**src/rtl/chunked_add_seq_pkg.sv**
```systemverilog
// Shared definitions for the chunked add/sub sequencer: state encoding, default
// widths, the reduction modulus and the chunk counter width helper.
package chunked_add_seq_pkg;

  localparam int unsigned DATA_W_DEF  = 64;
  localparam int unsigned CHUNK_W_DEF = 16;
  localparam logic [63:0] MOD_P_DEF   = 64'hFFFF_FFFF_0000_0001;

  typedef logic [1:0] state_t;

  localparam state_t StIdle   = 2'd0;
  localparam state_t StRun    = 2'd1;
  localparam state_t StReduce = 2'd2;
  localparam state_t StDone   = 2'd3;

  // Never returns zero so a single-chunk build still has a legal counter.
  function automatic int unsigned cnt_width(input int unsigned n);
    return (n > 1) ? $clog2(n) : 1;
  endfunction

endpackage

```
**src/rtl/cla_chunk_add.sv**
```systemverilog
// Combinational W-bit carry-lookahead slice built from 3-bit group cells whose
// group generate/propagate terms ripple from one group to the next.
module cla_chunk_add
  import chunked_add_seq_pkg::*;
#(
  parameter int unsigned W = CHUNK_W_DEF
) (
  input  logic [W-1:0] a,
  input  logic [W-1:0] b,
  input  logic         c_in,
  output logic [W-1:0] sum,
  output logic         c_out
);

  localparam int unsigned NGRP = (W + 2) / 3;
  localparam int unsigned WP   = NGRP * 3;

  always_comb begin
    logic [WP-1:0]  g;
    logic [WP-1:0]  p;
    logic [WP-1:0]  c;
    logic [NGRP:0]  gc;
    // Pad bits propagate without generating, so a partial top group passes its carry through.
    g        = '0;
    p        = '1;
    g[W-1:0] = a & b;
    p[W-1:0] = a ^ b;
    c        = '0;
    gc       = '0;
    gc[0]    = c_in;
    for (int i = 0; i < int'(NGRP); i++) begin
      c[3*i]   = gc[i];
      c[3*i+1] = g[3*i] | (p[3*i] & gc[i]);
      c[3*i+2] = g[3*i+1] | (p[3*i+1] & g[3*i]) | (p[3*i+1] & p[3*i] & gc[i]);
      gc[i+1]  = g[3*i+2] | (p[3*i+2] & g[3*i+1]) | (p[3*i+2] & p[3*i+1] & g[3*i]) |
                 ((&p[3*i +: 3]) & gc[i]);
    end
    sum   = p[W-1:0] ^ c[W-1:0];
    c_out = gc[NGRP];
  end

endmodule

```
**src/rtl/chunked_add_seq.sv**
```systemverilog
// Multi-cycle DATA_W add/sub that reuses one CHUNK_W CLA slice, LS chunk first.
// Define CHUNKED_ADD_MOD_SUB_EN to add a second pass reducing the result modulo MOD_P.
module chunked_add_seq
  import chunked_add_seq_pkg::*;
#(
  parameter int unsigned       DATA_W  = DATA_W_DEF,
  parameter int unsigned       CHUNK_W = CHUNK_W_DEF,
  parameter logic [DATA_W-1:0] MOD_P   = DATA_W'(MOD_P_DEF)
) (
  input  logic              clk,
  input  logic              rst,
  input  logic              in_valid,
  output logic              in_ready,
  input  logic [DATA_W-1:0] a_in,
  input  logic [DATA_W-1:0] b_in,
  input  logic              sub_in,
  output logic              out_valid,
  input  logic              out_ready,
  output logic [DATA_W-1:0] sum_out,
  output logic              carry_out
);

  localparam int unsigned NCHUNK = DATA_W / CHUNK_W;
  localparam int unsigned CNT_W  = cnt_width(NCHUNK);
  localparam logic [CNT_W-1:0] LAST = CNT_W'(NCHUNK - 1);

  state_t              state_q, state_d;
  logic [CNT_W-1:0]    cnt_q, cnt_d;
  logic                carry_q, carry_d;
  logic [DATA_W-1:0]   a_q, a_d;
  logic [DATA_W-1:0]   b_q, b_d;
  logic                sub_q, sub_d;
  logic [DATA_W-1:0]   res_q, res_d;
  logic                cout_q, cout_d;
  logic [DATA_W-1:0]   mod_op;
  logic [CHUNK_W-1:0]  slice_a, slice_b, slice_sum;
  logic                slice_cout;

`ifdef CHUNKED_ADD_MOD_SUB_EN
  logic                c1_q, c1_d;
  logic [DATA_W-1:0]   red;
`endif

  // Second pass adds -P (two's complement of P) in add mode, +P in sub mode.
  assign mod_op = sub_q ? MOD_P : ~MOD_P;

  always_comb begin
    slice_a = a_q[cnt_q*CHUNK_W +: CHUNK_W];
    slice_b = b_q[cnt_q*CHUNK_W +: CHUNK_W];
    if (state_q == StReduce) begin
      slice_a = res_q[cnt_q*CHUNK_W +: CHUNK_W];
      slice_b = mod_op[cnt_q*CHUNK_W +: CHUNK_W];
    end
  end

  cla_chunk_add #(
    .W (CHUNK_W)
  ) u_slice (
    .a     (slice_a),
    .b     (slice_b),
    .c_in  (carry_q),
    .sum   (slice_sum),
    .c_out (slice_cout)
  );

  always_comb begin
    state_d = state_q;
    cnt_d   = cnt_q;
    carry_d = carry_q;
    a_d     = a_q;
    b_d     = b_q;
    sub_d   = sub_q;
    res_d   = res_q;
    cout_d  = cout_q;
`ifdef CHUNKED_ADD_MOD_SUB_EN
    c1_d    = c1_q;
    red     = a_q;
`endif
    case (state_q)
      StIdle: begin
        if (in_valid) begin
          a_d     = a_in;
          b_d     = sub_in ? ~b_in : b_in;
          sub_d   = sub_in;
          carry_d = sub_in;
          cnt_d   = '0;
          state_d = StRun;
        end
      end
      StRun: begin
        res_d[cnt_q*CHUNK_W +: CHUNK_W] = slice_sum;
        carry_d = slice_cout;
        cnt_d   = cnt_q + 1'b1;
        if (cnt_q == LAST) begin
          cnt_d   = '0;
`ifdef CHUNKED_ADD_MOD_SUB_EN
          c1_d    = slice_cout;
          carry_d = ~sub_q;
          cout_d  = 1'b0;
          state_d = StReduce;
`else
          cout_d  = slice_cout;
          state_d = StDone;
`endif
        end
      end
`ifdef CHUNKED_ADD_MOD_SUB_EN
      StReduce: begin
        // a_q is free after the first pass and holds the reduced candidate.
        a_d[cnt_q*CHUNK_W +: CHUNK_W] = slice_sum;
        carry_d = slice_cout;
        cnt_d   = cnt_q + 1'b1;
        if (cnt_q == LAST) begin
          cnt_d   = '0;
          state_d = StDone;
          red[cnt_q*CHUNK_W +: CHUNK_W] = slice_sum;
          if (sub_q ? ~c1_q : (c1_q | slice_cout)) res_d = red;
        end
      end
`endif
      StDone: begin
        if (out_ready) state_d = StIdle;
      end
      default: state_d = StIdle;
    endcase
  end

  always_ff @(posedge clk or posedge rst) begin
    if (rst) begin
      state_q <= StIdle;
      cnt_q   <= '0;
      carry_q <= 1'b0;
      a_q     <= '0;
      b_q     <= '0;
      sub_q   <= 1'b0;
      res_q   <= '0;
      cout_q  <= 1'b0;
    end else begin
      state_q <= state_d;
      cnt_q   <= cnt_d;
      carry_q <= carry_d;
      a_q     <= a_d;
      b_q     <= b_d;
      sub_q   <= sub_d;
      res_q   <= res_d;
      cout_q  <= cout_d;
    end
  end

`ifdef CHUNKED_ADD_MOD_SUB_EN
  always_ff @(posedge clk or posedge rst) begin
    if (rst) c1_q <= 1'b0;
    else     c1_q <= c1_d;
  end
`endif

  assign in_ready  = (state_q == StIdle);
  assign out_valid = (state_q == StDone);
  assign sum_out   = res_q;
  assign carry_out = cout_q;

endmodule
```
**config.mk**
```make
export PLATFORM = sky130hd
export DESIGN_NAME = chunked_add_seq
export DESIGN_NICKNAME = d
export VERILOG_FILES = /design/src/rtl/chunked_add_seq_pkg.sv /design/src/rtl/cla_chunk_add.sv /design/src/rtl/chunked_add_seq.sv
export SDC_FILE = /design/constraint.sdc
export NUM_CORES = 1
export LEC_CHECK = 0
export BUFFER_PORTS_ARGS = -buffer_cell sky130_fd_sc_hd__buf_4
export CAP_MARGIN = 20
export CORE_AREA = 2 2 146 148
export CTS_CLUSTER_SIZE = 12
export DETAILED_ROUTE_END_ITERATION = 8
export DIE_AREA = 0 0 148 150
export GPL_ROUTABILITY_DRIVEN = 1
export PLACE_DENSITY = 0.76
export SETUP_SLACK_MARGIN = 0.05
export SLEW_MARGIN = 0
export SYNTH_ARGS = -nofsm -noshare
export SYNTH_HDL_FRONTEND = slang
export SYNTH_HIERARCHICAL = 1
export SYNTH_SLANG_ARGS = --single-unit
```
**constraint.sdc**
```tcl
create_clock -name clk -period 5.8 [get_ports clk]
set_clock_uncertainty 0.1 [all_clocks]
set_input_delay 0.29 -clock clk [delete_from_list [all_inputs] [get_ports clk]]
set_output_delay 0.29 -clock clk [all_outputs]
set_load 0.02 [all_outputs]
```
==> metrics.md, run 1 <==
| Metric | Value |
|---|---|
| Kind of end point of the critical path | flop |
| Gr usage total | 24.4% |
| Tightest Pin Transition | 1110 ps |
| DRT iter0 DRCs | 641 |
| Total power draw | 8.59 mW |
| Die area | 22,200 sq um |
| Hold Fails Final Rpt | 0 |
| Nets | 1,249 |
| Final setup margin | 1220 ps |
| FILL cells | 1,597 |
| Pwr dens | 655 nW/um^2 |
| Layout cell share with drive strength beyond 1 | 35.5% |
| Largest net degree at the start of global routing | 200 |
| First-pass GRT wire length | 41.6 mm |
| Drt pass-1 iters | 7 |
| Placed cell area | 11,900 sq um |
| Leak | 5.74 nW |
| Leading cell type in the layout, fill and taps excluded | buf_4 |
| Yosys synthesis warning count | 6 |
| Final setup viols | 0 |
| Vias per inst | 5.49 |
| Global route total overflow | 0 |
| Number of synthesized flops with an enable pin | 0 |
| Placed Cells | 1,285 |
| Clock Tree Root | clkbuf_16 |
| Crit share post-route | 79.0% |
| Sequential share of the synthesized area | 48.8% |
| Detailed-route DRC error count | 0 |
| Yosys cell types | 49 |
| Leading post-synthesis cells by cell area | dfrtp_1 (49%), mux4_2 (10%), mux2_2 (9.2%), xnor2_1 (5.7%), nor2_1 (3.6%) |
| Count of final max-slew check failures | 0 |
| Clock Latency Late Sink | 440 ps |
| Detailed-route wire length | 26.2 mm |
| Most area-hungry cell type in the Yosys netlist | dfrtp_1 |
| ANT nets after route | 0 |
| Commonest non-fill, non-tap cells in the layout | buf_4 (212), dfrtp_1 (198), nor2_1 (97) |
| Post-Layout Cell Count | 1,377 |
| Input/output buffers | 199 |
| Area grow syn2layout | 28.8% |
| Via count | 7,559 |
| DP Worst Slack | 1300 ps |
| CTS max path bufs | 2 |
| Maximum vdd drop | 447 uV |
| Initial antenna violation count | 0 |
| N_diodes | 0 |
| Rel. slew slack | 25.5% |
| Crit Path Max Fanout | 27 |
| Critical path type | reg2reg |
| # IOs | 200 |
| Crit start category | flop |
| Final min period | 4580 ps |
| CP Data Required Time | 6060 ps |
| Maximum level of the CTS H-tree | 4 |
| Core area | 20,700 sq um |
| Number of global-route vias before repair | 7,639 |
| CTS tree | done |
| Routed wire per std cell | 19.0 um |
| Synth Area per Inst | 11.9 sq um |
| Design area | 13,100 sq um |
| Setup tns final | 0 ps |
| Die Y | 150 um |
| Highest Clock Rate | 218 MHz |
| RSZ-0062 raised after global routing | no |
| Row count | 53 |
| Crit path DAT | 4840 ps |
| CTS Buf Count | 17 |
| CTS sink count | 199 |
| Final Core Density | 63.4% |
| Synth top area share | 48.8% |
| Syn nets | 1,016 |
| Outcome | finished, final reports clean |
| FFs w/ async S/R, synth | 100% |
| # Max-Cap Violations | 0 |
| Gpl congestion | 0.873 |
| Register bit count reported by yosys | 199 |
| Die X-Extent | 148 um |
| HPWL Detailed | 18.0 mm |
| Mapped cell area | 10,200 sq um |
| Initial Util | 49.3% |
| Clock transition at the registers of the reported paths | 70 ps |
| Hold Crit Class | in2reg |
| Post-CTS Repair Setup Buffers | 0 |
| Hold Slack | 9.80 ps |
| Synth Flop Type | dfrtp_1 |
| Syn Inst Count | 857 |
==> power by group <==
part           internal, mW  leakage (nW)  switching, mW
combinational          2.17          3.01           2.70
clock                 0.697         0.296          0.528
sequential             2.01          2.43          0.488
total                  4.88          5.74           3.71
==> kinds of logic after synthesis <==
| family | after synthesis | share of synthesized area (%) |
|---|---|---|
| buffers and inverters | 77 | 3.40 |
| xor gates and xnor gates | 74 | 6.36 |
| DFF | 199 | 48.8 |
| and+or+nand+nor | 189 | 8.08 |
| muxes | 130 | 19.6 |
| adders and majority gates | 26 | 3.63 |
| AOI/OAI and AO/OA | 162 | 10.1 |
==> worst paths after layout <==
path	endpoint	from	slack [ps]	depth (start not counted)
worst max-delay path	sum_out[29]	state_q[1]	1220	11
worst max register to register	sum_out[29]	state_q[1]	1220	11
max in group asynchronous	cnt_q[1]	rst	4660	3
min in group asynchronous	a_q[33]	rst	70	3
worst min register to register	a_q[0]	a_q[0]	410	1
worst min-delay path	a_q[19]	a_in[19]	10	2
==> synth_stat cells (2+ instances only) <==
| library cell | number |
|---|---|
| mux4_2 | 47 |
| ha_1 | 20 |
| dfrtp_1 | 199 |
| o21a_1 | 2 |
| a21o_1 | 4 |
| a22o_1 | 34 |
| nor2_1 | 97 |
| nor2b_1 | 4 |
| nand3_1 | 2 |
| nand2_1 | 70 |
| buf_1 | 2 |
| o21bai_1 | 3 |
| mux2_2 | 83 |
| a21oi_1 | 70 |
| nand3b_1 | 3 |
| xnor2_1 | 66 |
| inv_1 | 16 |
| clkbuf_1 | 19 |
| fa_1 | 6 |
| xor2_1 | 8 |
| o21ai_0 | 38 |
| buf_2 | 37 |
==> routing by layer <==
metal  global-route usage [%]  up-vias  share of wire (%)
met5                        0        -                  0
met4                     7.71        0                1.5
met3                     4.30       30                7.2
met2                     38.5      302                 47
met1                     34.6     3741                 44
li1                         -     3486                  -
==> state kept, by name (all words and copies together), names as in the netlist <==
signal     flops
a_q           64
b_q           64
carry_out      1
carry_q        1
cnt_q          2
state_q        2
sub_q          1
sum_out       64
==> critical path: stages (launching register included) <==
cell and delay, ps:
dfrtp_1 590, nor2b_4 770, and2_1 580, nor2_1 160
ha_1 380, a2111o_1 470, o32ai_4 310, o21ai_0 200
fa_1 400, xor2_1 290, nand2_1 80, o21ai_0 150
==> what timing repair did <==
action                    CTS  global route
gates resized for setup     0             0
hold endpoints to repair   61             0
hold buffers               60             0
==> area by class of cell <==
cell class	count	area [sq um]	share of cell area [%]
flip-flops and latches	199	4980	38.0
well taps	275	344	2.62
inverters	17	67.6	0.515
clock inverters	8	111	0.848
clock buffers	23	498	3.79
multi-input cells	581	4880	37.2
repair buffers	274	2240	17.1
No activity file was read; power rests on OpenSTA's default activity.
==> run 2, diff against run 1 <==
Settings changed: CORE_AREA 2 2 146 148 to 2 2 138 140, DIE_AREA 0 0 148 150 to 0 0 140 142, PLACE_DENSITY 0.76 to 0.8.
Clock period 5.8 ns to 4.68 ns, I/O delays scaled along.
==> metrics.md, run 2 (synthesis gave the netlist of run 1 again) <==
| Metric | Value |
|---|---|
| Crit path DAT | 4410 ps |
| Gpl congestion | 0.915 |
| Row count | 50 |
| Rel. slew slack | 28.6% |
| Share of total power in combinational logic | 57.7% |
| ANT nets after route | 0 |
| P_sw | 4.64 mW |
| FILL cells | 1,178 |
| Commonest non-fill, non-tap cells in the layout | buf_4 (210), dfrtp_1 (198), dlygate4sd3_1 (120) |
| Detailed-route wire length | 27.0 mm |
| Leading cell type in the layout, fill and taps excluded | buf_4 |
| Failing checks | design-rule violations |
| Clock transition at the registers of the reported paths | 70 ps |
| Storage cell area | 4980 sq um |
| Critical path type | reg2reg |
| Setup tns final | 0 ps |
| Flop pwr share | 29.2% |
| Initial Util | 55.2% |
| Multi-input gate area | 4880 sq um |
| Routed wire per std cell | 19.3 um |
| Clock Tree Root | clkbuf_16 |
| Global route total overflow | 0 |
| Maximum level of the CTS H-tree | 4 |
| Hold Fails Final Rpt | 0 |
| # IOs | 200 |
| Kind of end point of the critical path | flop |
| Worst r2r path cells | 13 |
| Input/output buffers | 199 |
| Final setup viols | 0 |
| Clock network fraction of design power | 13.1% |
| Initial antenna violation count | 0 |
| CTS sink count | 199 |
| Drt pass-1 iters | 9 |
| DRT iter0 DRCs | 641 |
| Crit Path Max Fanout | 28 |
| CP dominant cell by count | o21ai_0 |
| Leak | 5.96 nW |
| Final min period | 4170 ps |
| Hold Slack | 17.8 ps |
| Switch share | 43.8% |
| Post-CTS sizing | 0 |
| Die area | 19,900 sq um |
| First-pass GRT wire length | 42.5 mm |
| Crit start category | flop |
| Hold Path Stages | 3 |
| HPWL Detailed | 17.9 mm |
| # Max-Cap Violations | 0 |
| Nets | 1,310 |
| Worst R2R Setup Slack | 510 ps |
| Pwr dens | 774 nW/um^2 |
| Hold Crit Class | in2reg |
| Final Core Density | 74.0% |
| Core area | 18,500 sq um |
| Detailed-route DRC error count | 17 |
| N_diodes | 0 |
| Count of final max-slew check failures | 0 |
| Number of global-route vias before repair | 8,014 |
| CP Cell Sequence | buf_4 > inv_1 > o2111a_1 > a221oi_1 > ha_1 > a41oi_2 > nor2_2 > o32ai_4 > o21ai_0 > fa_1 > xor2_1 > nand2_1 > o21ai_0 |
| Maximum vdd drop | 430 uV |
| Clock Latency Late Sink | 440 ps |
| Outcome | complete, but fails checks |
| CTS max path bufs | 2 |
| Internal Power | 5.94 mW |
| Die Y | 142 um |
| Via count | 7,916 |
| Die X-Extent | 140 um |
| Area grow syn2layout | 33.9% |
| RSZ-0062 raised after global routing | no |
| CP peak stage delay | 780 ps |
| Layout cell share with drive strength beyond 1 | 33.8% |
| Crit share post-route | 89.0% |
| CP Data Required Time | 4930 ps |
| Critical path's slowest cell | dfrtp_4 |
| Tightest Pin Transition | 1060 ps |
| Total power draw | 10.6 mW |
| Vias per inst | 5.66 |
| CTS tree | done |
| Highest Clock Rate | 240 MHz |
| Gr usage total | 27.5% |
| CTS Buf Count | 17 |
| Largest net degree at the start of global routing | 88 |
## run 2: layout make-up
type                    instances  share of cell area, %
multi-input cells             581                   35.8
repair buffers                335                   21.0
clock inverters                14                  0.861
well taps                     234                   2.14
inverters                      17                  0.495
clock buffers                  18                   3.22
flip-flops and latches        199                   36.5
## run 2: final timing paths
path | startpoint | end
worst max-delay path | cnt_q[1] | sum_out[29]
worst min-delay path | b_in[33] | b_q[33]
worst max register to register | cnt_q[1] | sum_out[29]
worst min register to register | a_q[12] | a_q[12]
max in group asynchronous | rst | sum_out[12]
min in group asynchronous | rst | sum_out[35]
## run 2: timing repair
item	4_1_cts	5_1_grt
hold buffers	120	0
buffers inserted	0	0
hold endpoints to repair	141	0
## run 2: power groups by stage
stage | sequential [mW] | clock, mW | combinational (mW)
floorplan | 3.06 | 0 | 4.20
global placement | 3.08 | 0 | 5.70
detailed placement | 3.12 | 0 | 5.89
CTS | 3.09 | 1.41 | 6.01
global route | 3.18 | 1.49 | 6.58
finish | 3.09 | 1.39 | 6.10
## run 2: routing by layer
layer	GRT usage, %	vias to the layer above	part of all wire [%]
li1	-	3618	-
met5	0	-	0
met4	8.29	0	1.9
met3	4.95	49	6.8
met2	44.7	345	48
met1	38.5	3904	43
## run 2: stage by stage
step / area, sq um / cells / worst slack, ps
finish: 13700 / 1398 / 514
CTS: 13700 / 1398 / 547
floorplan: 10200 / 857 / 862
global route: 13700 / 1398 / 189
detailed placement: 11900 / 1246 / 561
global placement: 11900 / 1245 / 674
## run 2: worst max-delay path, delay by kind of cell, from the launching register on
kind,cells,cell delay (ps)
DFF,1,780
adders and majority gates,2,730
and+or+nand+nor,2,180
AOI/OAI and AO/OA,6,1440
buffers and inverters,2,550
xor gates and xnor gates,1,310
